**src/rtl/mem_access_ctrl.sv**
```systemverilog
// mem_access_ctrl: multi-cycle SRAM access sequencer that freezes the pipeline until a load/store completes
module mem_access_ctrl #(
  parameter int ADDR_BASE   = 1024,
  parameter int SRAM_AW     = 18,
  parameter int WAIT_CYCLES = 5
) (
  input  logic               clk,
  input  logic               rst,
  input  logic               mem_read,
  input  logic               mem_write,
  input  logic [31:0]        address,
  input  logic [31:0]        write_data,
  output logic [31:0]        read_data,
  output logic               ready,
  output logic               freeze,
  output logic               req_error,
  output logic [SRAM_AW-1:0] sram_addr,
  output logic [31:0]        sram_wdata,
  input  logic [31:0]        sram_rdata,
  output logic               sram_we_n,
  output logic               sram_oe_n
);
  typedef enum logic [1:0] {IDLE, ACCESS, DONE} state_t;
  state_t     state;
  logic [3:0] cnt;
  logic       wr;
  logic       req;
  assign req    = mem_read | mem_write;
  assign freeze = req & (state != DONE);
  always_ff @(posedge clk or negedge rst) begin
    if (!rst) begin
      state      <= IDLE;
      cnt        <= '0;
      wr         <= 1'b0;
      sram_addr  <= '0;
      sram_wdata <= '0;
      sram_we_n  <= 1'b1;
      sram_oe_n  <= 1'b1;
      read_data  <= '0;
      ready      <= 1'b0;
      req_error  <= 1'b0;
    end else begin
      req_error <= req_error | (mem_read & mem_write);
      case (state)
        IDLE: if (req) begin
          sram_addr  <= SRAM_AW'((address - 32'(ADDR_BASE)) >> 2);
          sram_wdata <= write_data;
          wr         <= mem_write;
          sram_we_n  <= ~mem_write;
          sram_oe_n  <= mem_write;
          cnt        <= 4'(WAIT_CYCLES - 1);
          state      <= ACCESS;
        end
        ACCESS: if (cnt != 0) cnt <= cnt - 4'd1;
        else begin
          if (!wr) read_data <= sram_rdata;
          sram_we_n <= 1'b1;
          sram_oe_n <= 1'b1;
          ready     <= 1'b1;
          state     <= DONE;
        end
        DONE: begin
          ready <= 1'b0;
          state <= IDLE;
        end
        default: state <= IDLE;
      endcase
    end
  end
endmodule

```
**config.mk**
```make
export PLATFORM = sky130hd
export DESIGN_NAME = mem_access_ctrl
export DESIGN_NICKNAME = d
export VERILOG_FILES = /design/src/rtl/mem_access_ctrl.sv
export SDC_FILE = /design/constraint.sdc
export NUM_CORES = 1
export LEC_CHECK = 0
export CAP_MARGIN = 20
export CORE_MARGIN = 2
export CORE_UTILIZATION = 30
export DETAILED_ROUTE_END_ITERATION = 6
export PLACE_DENSITY_LB_ADDON = 0.25
export SETUP_SLACK_MARGIN = 0.02
export SLEW_MARGIN = 25
export SYNTH_ARGS = -nofsm -noshare
export SYNTH_HDL_FRONTEND = slang
export SYNTH_SLANG_ARGS = --single-unit
```
**constraint.sdc**
```tcl
create_clock -name clk -period 2.3 [get_ports clk]
set_input_delay 0.345 -clock clk [delete_from_list [all_inputs] [get_ports clk]]
set_output_delay 0.345 -clock clk [all_outputs]
set_load 0.01 [all_outputs]
```
Word level (Yosys, flattened, before mapping)
Cells that the tools add are included.

word-level totals
  flip-flop bits (word level) = 93
  input port bits = 100
  output and inout bits = 87
  word-level logic and storage cells = 47

operators by class
  $add $sub $neg = 2
  equality and inequality tests = 6
  muxes and demuxes = 12
  bitwise logic cells = 7
  reduce and logical (&&, ||, !) cells = 10

operator list
  kind                      count
  $sub A20 B11 Y20 const B  1
  $reduce_and A3 Y1         3
  $mux W4                   2
  $ne A2 B2 Y1 const B      4
  $pmux W4 S2               1
  $pmux W1 S2               3
  $reduce_and A2 Y1         3
  $mux W2                   2
  $pmux W2 S2               1
  $reduce_bool A2 Y1        2
  $reduce_bool A4 Y1        1
  $sub A4 B1 Y4 const B     1
  $mux W1                   3
  $not A1 Y1                3
  $and A1 B1 Y1             2
  $eq A2 B1 Y1 const B      1
  $eq A2 B2 Y1 const B      1
  $logic_not A2 Y1          1
  $or A1 B1 Y1              2

Depth between registers and ports, before layout
Gate-level depths: netlist of run 1.

  depth after elaboration = 3
  depth in mapped cells = 6

Worst setup path before layout of run 1
No wires, ideal clock.

  path kind = register -> register
  from = reg cnt[0]
  to = reg read_data[1]
  setup time = 0.125 ns
  arrival time = 1.787 ns
  data required time = 2.175 ns
  slack = 0.388 ns
  cell stages (with the launch flop) = 7
  buffers on the path = 1
  period minus slack after synthesis = 1.912 ns
  cell sequence = dfrtp_1 -> inv_1 -> ha_1 -> or3b_1 -> nor3_2 -> buf_4 -> mux2_2

on the way
  word-level cells in the longest chain between the ends = 3

ends and longest elaborated chain
  element                      line  RTL
  from (decl)                  25    logic [3:0] cnt;
  from (signal assigned)       51    cnt <= 4'(WAIT_CYCLES - 1);
  from (signal assigned)       54    ACCESS: if (cnt != 0) cnt <= cnt - 4'd1;
  $reduce_bool A4 Y1           54
  $not A1 Y1 (no line)         --
  $reduce_and A3 Y1 (no line)  --
  to (signal assigned)         56    if (!wr) read_data <= sram_rdata;
  to (decl)                    13    output logic [31:0] read_data,

Every way passes these cells.
A chain may end at the register's enable or synchronous reset.

Final worst setup path of run 1
  from = in mem_read
  to = out freeze

on the way
  word-level cells in the longest chain between the ends = 2

ends and longest elaborated chain
  element        line  RTL
  from (decl)    9     input logic mem_read,
  $or A1 B1 Y1   28    assign req = mem_read | mem_write;
  $and A1 B1 Y1  29    assign freeze = req & (state != DONE);
  to (decl)      15    output logic freeze,

Every way passes these cells.

==> out/qor.txt, run 1 <==
Share of the synthesized area in the top cell type = 61.7%
Synthesis-to-finish area growth = 61.6%
Post-layout util = 49.7%
Least-Margin Pin Slew = 0.470 ns
Most frequent cells in the layout = clkdlybuf4s50_1 (171), dfrtp_1 (91), mux2_2 (72)
Crit path kind = primary input to output pin
DR vias/cell = 4.63
Unique masters post-synth = 38
Per-cell routed wire length = 15.0 um
Remaining DRCs = 0
Synth Register Bits = 93
Final Max Slew Viols = 0
NumNets Final = 538
I/O pin count = 187
Post-Route WL = 8800 um
Htree depth = 3
Die Span X = 115 um
GRT overflow = 0
Ys Warns = 0
Netlist Area Pre-Place = 3690 um2
Outcome = finished clean
Layout filler cell count = 1078
Worst slew margin = 68.6%
Core area = 12000 um2
RSZ-0062 raised after global routing = no
R2r setup slk = 0.31 ns
CTS Buf Count = 9
CP Capture Type = output pin
Sink Count = 93
Final period utilization = 89.4%
Setup TNS = 0 ns
Clock latency on the worst-skew pair = 0.33 ns
Router iterations before antenna repair = 4
Total of max-cap violations = 0
First-pass GRT wire length = 13900 um
Vias = 2725
Largest net degree at the start of global routing = 50
Num rows = 40
Power Dens Cells = 1350 nW/um2
Fin crit period = 2.06 ns
CTS tree = done
# diodes = 0
Die ar. = 13200 um2
Clock-pin slew on the worst setup and hold paths = 0.06 ns
Crit path required time = 1.96 ns
DIE HEIGHT = 115 um
Share of cells above drive strength 1 = 23.8%
Share of the yosys chip area belonging to registers = 63.1%
GPL Wtd Cong = 0.745
Post-route setup slack = 0.244 ns
FF-to-FF End = read_data[16]$_DFFE_PN0P_
Synth top area cells = dfrtp_1 (62%), mux2_2 (22%), a21oi_1 (1.8%), dfstp_2 (1.4%), a31oi_1 (1.0%)
Startpoint Class = primary input
Cell taking the most area after synthesis = dfrtp_1
Most common cell after layout, fill and taps aside = clkdlybuf4s50_1
Arrival @ worst endpoint = 1.71 ns
Final setup vio count = 0
Initial Util = 30.7%
Post-CTS Resized = 0
Iteration-0 DRC Markers = 53
Post-synth net total = 355
PortBufs = 172
Hpwl dp = 6330 um
Buffers inserted by post-CTS timing repair = 0
Worst r2r path cells = 6
Crit path max fanout = 5
Cells after Synth = 253
Clock Skews = 0.00553 ns
Hold WC Path Type = primary input to asynchronous set/reset pin
Clk root buf = clkbuf_16
Leakage = 2.42 nW
R2R Path Start = cnt[0]$_DFFE_PN0P_
Vias in the first global route = 2859
CTS hold repair buffers = 1
Final hold viol count = 0
GRT Total Usage = 13.5%
Initial antenna violation count = 0
CTS max path bufs = 2
Setup WS pre-CTS = 0.0621 ns
DRT antenna net count = 0
VDD IR max = 0.000635 V
Syn Area/Cell = 14.6 um2
Max Clock Freq = 0.486 GHz
==> power breakdown <==
part | switching, W | internal (W) | total (W)
logic | 0.00137 | 0.00228 | 0.00365
registers | 0.000427 | 0.00248 | 0.00291
clock network | 0.000584 | 0.000904 | 0.00149
total | 0.00238 | 0.00567 | 0.00805
==> per-stage QoR <==
| stage | total power (W) | instances | cell area, um2 | hold WS, ns |
|---|---|---|---|---|
| final | 0.00805 | 588 | 5970 | 0.454 |
| after global placement | 0.00655 | 571 | 5660 | 0.268 |
| after CTS | 0.00819 | 588 | 5970 | 0.453 |
| after detailed placement | 0.00665 | 571 | 5660 | 0.271 |
| after global routing | 0.00859 | 588 | 5970 | 0.466 |
| after floorplan | 0.00455 | 253 | 3690 | 0.0494 |
==> cells by family after synthesis <==
family,after synthesis,synth area share (%)
fa+ha+maj,2,0.678
xor+xnor,2,0.475
mux,75,22.8
compound gates,37,6.10
buf+inv,18,2.41
simple gates,26,4.44
flops,93,63.1
==> cell usage after synthesis <==
cell type  number
buf_4           4
or2_2           3
clkbuf_1        2
xnor2_1         1
o21bai_1        1
mux2i_1         2
mux2_2         72
buf_2           5
or3b_1          2
a22o_1          2
xor2_1          1
mux2_1          1
or4_2           1
a21o_1          2
nand2b_1        1
or3_2           1
nand2_1         3
a22oi_1         1
nor3_2          1
nand3_1         3
or4_4           1
o22ai_1         1
o41ai_1         1
a21oi_1        13
nor2b_1         1
ha_1            2
nor4_1          1
or4_1           2
or3_1           1
nor3_1          1
a31oi_1         6
nor3b_1         1
nor2_1          3
dfrtp_1        91
o21ai_0         6
o31ai_1         4
dfstp_2         2
inv_1           7
==> cell type report <==
type                       instances  area [um2]  share of cell area [%]
tap                              147         184                    3.08
timing repair buffer             183        1840                    30.9
multi-input combinational        142        1290                    21.6
clock inverter                     1        30.0                   0.503
clock buffer                      15         268                    4.49
inverter                           7        26.3                   0.440
sequential                        93        2330                    39.0
==> layer usage <==
layer	wire length [um]	part of all wire, %	vias up	global-route usage, %
met5	0	0	-	0
met3	800	9.1	14	5.48
met2	3970	45	116	21.3
li1	-	-	1280	-
met1	3850	44	1315	16.2
met4	176	2.0	0	6.27
==> critical path, stage by stage <==
cell	delay, ns
clkdlybuf4s50_1	0.54
nor2_1	0.12
a21oi_1	0.15
clkdlybuf4s50_1	0.56
==> flip-flops by register name, summed over array words and instances (netlist names) <==
register    flops
sram_wdata     32
state           2
read_data      32
ready           1
cnt             4
sram_we_n       1
req_error       1
wr              1
sram_addr      18
sram_oe_n       1
==> worst max path at each step <==
stage                                end  slack, ns  cells past startpoint               start
2_1_floorplan   read_data[1]$_DFFE_PN0P_       0.39                      6  cnt[0]$_DFFE_PN0P_
3_3_place_gp   sram_addr[14]$_DFFE_PN0P_       0.09                      6         address[10]
3_5_place_dp   sram_addr[14]$_DFFE_PN0P_       0.06                      6         address[10]
4_1_cts                           freeze       0.24                      4            mem_read
5_1_grt                           freeze       0.17                      4            mem_read
6_report                          freeze       0.24                      4            mem_read
Power figures use the tool's default switching activity.
==> run 2, diff against run 1 <==
--- a/config.mk
+++ b/config.mk
@@ -8,8 +8,9 @@
 export CAP_MARGIN = 20
 export CORE_MARGIN = 2
 export CORE_UTILIZATION = 30
+export CTS_BUF_LIST = sky130_fd_sc_hd__clkbuf_16
 export DETAILED_ROUTE_END_ITERATION = 6
-export PLACE_DENSITY_LB_ADDON = 0.25
+export PLACE_DENSITY_LB_ADDON = 0.05
 export SETUP_SLACK_MARGIN = 0.02
 export SLEW_MARGIN = 25
 export SYNTH_ARGS = -nofsm -noshare
==> constraint.sdc (replaced) <==
create_clock -name clk -period 1.8 [get_ports clk]
set_input_delay 0.27 -clock clk [delete_from_list [all_inputs] [get_ports clk]]
set_output_delay 0.27 -clock clk [all_outputs]
set_load 0.01 [all_outputs]
==> run 2 against run 1 <==
Against the previous run: the flow now finishes with violations (setup timing); via count up 1.1%; largest power group unchanged; setup slack worse by 0.32 ns; clock power up 21%; critical endpoint is now read_data[23]$_DFFE_PN0P_; die area unchanged; critical path type is now flip-flop to flip-flop.
==> out/qor.txt, run 2 (synthesized netlist as in run 1, its figures left out) <==
Critical Path Source = cnt[0]$_DFFE_PN0P_ (was mem_read)
Share of cells above drive strength 1 = 28.2% (was 23.8%)
Crit path max fanout = 32 (was 5)
Power Dens Cells = 1700 nW/um2 (was 1350 nW/um2)
Hpwl dp = 6520 um (was 6330 um)
Layout filler cell count = 1094 (was 1078)
Beginning of the worst hold path = address[11]
FF-to-FF End = read_data[23]$_DFFE_PN0P_ (was read_data[16]$_DFFE_PN0P_)
R2r setup slk = -0.08 ns (was 0.31 ns)
GRT overflow = 0 (unchanged)
Post-Route WL = 9110 um (was 8800 um)
Worst Hold Margin = 0.368 ns (was 0.454 ns)
RSZ-0062 raised after global routing = yes (was no)
CTS max path bufs = 2 (unchanged)
Htree depth = 3 (unchanged)
Fin crit period = 1.88 ns
Largest net degree at the start of global routing = 43 (was 50)
WHS Endpoint = sram_addr[11]$_DFFE_PN0P_
Post-route setup slack = -0.0759 ns (was 0.244 ns)
Crit-path max cell delay = 0.39 ns (was 0.56 ns)
Num rows = 40 (unchanged)
Final period utilization = 104%
Most frequent cells in the layout = clkdlybuf4s50_1 (168), dfrtp_1 (91), mux2_2 (63) (was clkdlybuf4s50_1 (171), dfrtp_1 (91), mux2_2 (72))
Clock latency on the worst-skew pair = 0.34 ns (was 0.33 ns)
Worst slew margin = 64.6% (was 68.6%)
Sink Count = 93 (unchanged)
Vias in the first global route = 2853 (was 2859)
Crit path kind = flip-flop to flip-flop (was primary input to output pin)
Setup TNS = -1.74 ns (was 0 ns)
Synthesis-to-finish area growth = 66.1% (was 61.6%)
CP cell instances = inv_2 -> ha_4 -> or3b_4 -> nor3_4 -> buf_12 -> mux2_2 (was clkdlybuf4s50_1 -> nor2_1 -> a21oi_1 -> clkdlybuf4s50_1)
Total of max-cap violations = 0 (unchanged)
Router iterations before antenna repair = 3 (was 4)
Clock-pin slew on the worst setup and hold paths = 0.06 ns (about the same)
Remaining DRCs = 0 (unchanged)
Worst r2r path cells = 6 (unchanged)
Failing checks = setup timing
PortBufs = 172 (unchanged)
Initial antenna violation count = 0 (unchanged)
Hold WC Path Type = primary input to flip-flop (was primary input to asynchronous set/reset pin)
Die Span X = 115 um (unchanged)
Leakage = 2.55 nW (was 2.42 nW)
NumNets Final = 553 (was 538)
Startpoint Class = flip-flop (was primary input)
Fin area = 6130 um2 (was 5970 um2)
Vias = 2755 (was 2725)
CTS tree = done (unchanged)
Clock Skews = 0.00502 ns (was 0.00553 ns)
Final Max Slew Viols = 0 (unchanged)
R2R Path Start = cnt[0]$_DFFE_PN0P_ (unchanged)
Placed cell areas = 5830 um2 (was 5660 um2)
Least-Margin Pin Slew = 0.529 ns (was 0.470 ns)
Crit path required time = 2.02 ns (was 1.96 ns)
DR vias/cell = 4.58 (was 4.63)
Final hold viol count = 0 (unchanged)
Initial Util = 30.7% (unchanged)
Max Clock Freq = 0.533 GHz
First-pass GRT wire length = 14400 um (was 13900 um)
Most common cell after layout, fill and taps aside = clkdlybuf4s50_1 (unchanged)
Post-layout util = 51.1% (was 49.7%)
I/O pin count = 187 (unchanged)
VDD IR max = 0.000628 V (was 0.000635 V)
GPL Wtd Cong = 0.762 (was 0.745)
# diodes = 0 (unchanged)
Final setup vio count = 32 (was 0)
Hold path depth = 3
Clk root buf = clkbuf_16 (unchanged)
Outcome = finished, violations left (was finished clean)
Iteration-0 DRC Markers = 76 (was 53)
Buffers inserted by post-CTS timing repair = 0 (unchanged)
CTS Buf Count = 9 (unchanged)
GRT Total Usage = 14.2% (was 13.5%)
CP Capture Type = flip-flop (was output pin)
DRT antenna net count = 0 (unchanged)
Per-cell routed wire length = 15.2 um (was 15.0 um)
Crit-path slowest cell = or3b_4 (was clkdlybuf4s50_1)
Regs by FF count = read_data: 32 flops, sram_wdata: 32 flops, sram_addr: 18 flops (unchanged)
Arrival @ worst endpoint = 2.10 ns (was 1.71 ns)
DIE HEIGHT = 115 um (unchanged)
Die ar. = 13200 um2 (unchanged)
Core area = 12000 um2 (unchanged)
## run 2: changes by cell type in the layout (fill, tap and decap cells not counted), sizes merged
cell	previous run	this run
buf	11	26
clkbuf	15	9
clkdlybuf4s50	171	168
clkinv	0	2
dlygate4sd2	0	1
dlymetal6s2s	0	2
inv	7	9
## run 2: worst max path at each step
| stage | to |
|---|---|
| after floorplan | read_data[10]$_DFFE_PN0P_ |
| after global placement | sram_addr[14]$_DFFE_PN0P_ |
| after detailed placement | sram_addr[14]$_DFFE_PN0P_ |
| after CTS | read_data[24]$_DFFE_PN0P_ |
| after global routing | read_data[23]$_DFFE_PN0P_ |
| final | read_data[23]$_DFFE_PN0P_ |
## run 2: metal layers
metal	global-route usage (%)	vias up	part of all wire (%)
met5	0	-	0
met4	7.23	0	1.9
met3	6.06	10	9.2
met2	21.2	103	46
met1	17.6	1336	43
li1	-	1306	-
## run 2: area by class of cell
type,instances,area (um2),share of cell area (%)
Sequential cell,93,2330,38.0
Timing Repair Buffer,198,1970,32.1
Multi-Input combinational cell,142,1350,22.0
Clock buffer,9,225,3.67
Tap cell,147,184,3.00
Clock inverter,5,46.3,0.755
Inverter,7,26.3,0.428
## run 2: repair_timing
action	in CTS	in global routing
endpoints found under the hold margin	32	0
pin swaps	0	0
gates cloned	0	0
hold buffers	1	0
resized for setup	1	7
endpoints found under the setup margin	33	34
## run 2: worst max-delay path, delay by kind of cell, from the launching register on
family	cells	cell delay, ns
fa+ha+maj	1	0.14
mux	1	0.36
buf+inv	2	0.32
flops	1	0.38
simple gates	2	0.54
## run 2: report_power, final
part | switching [W] | internal (W) | total [W]
clock | 0.000758 | 0.00104 | 0.00180
combinational | 0.00183 | 0.00312 | 0.00495
sequential | 0.000534 | 0.00317 | 0.00370
## run 2: through the flow
| stage | power [W] | setup WS (ns) | instances |
|---|---|---|---|
| final | 0.0105 | -0.0759 | 601 |
| after global routing | 0.0112 | -0.150 | 601 |
| after detailed placement | 0.00873 | -0.310 | 586 |
| after CTS | 0.0106 | -0.0965 | 601 |
| after global placement | 0.00869 | -0.286 | 586 |
| after floorplan | 0.00594 | -0.0344 | 253 |
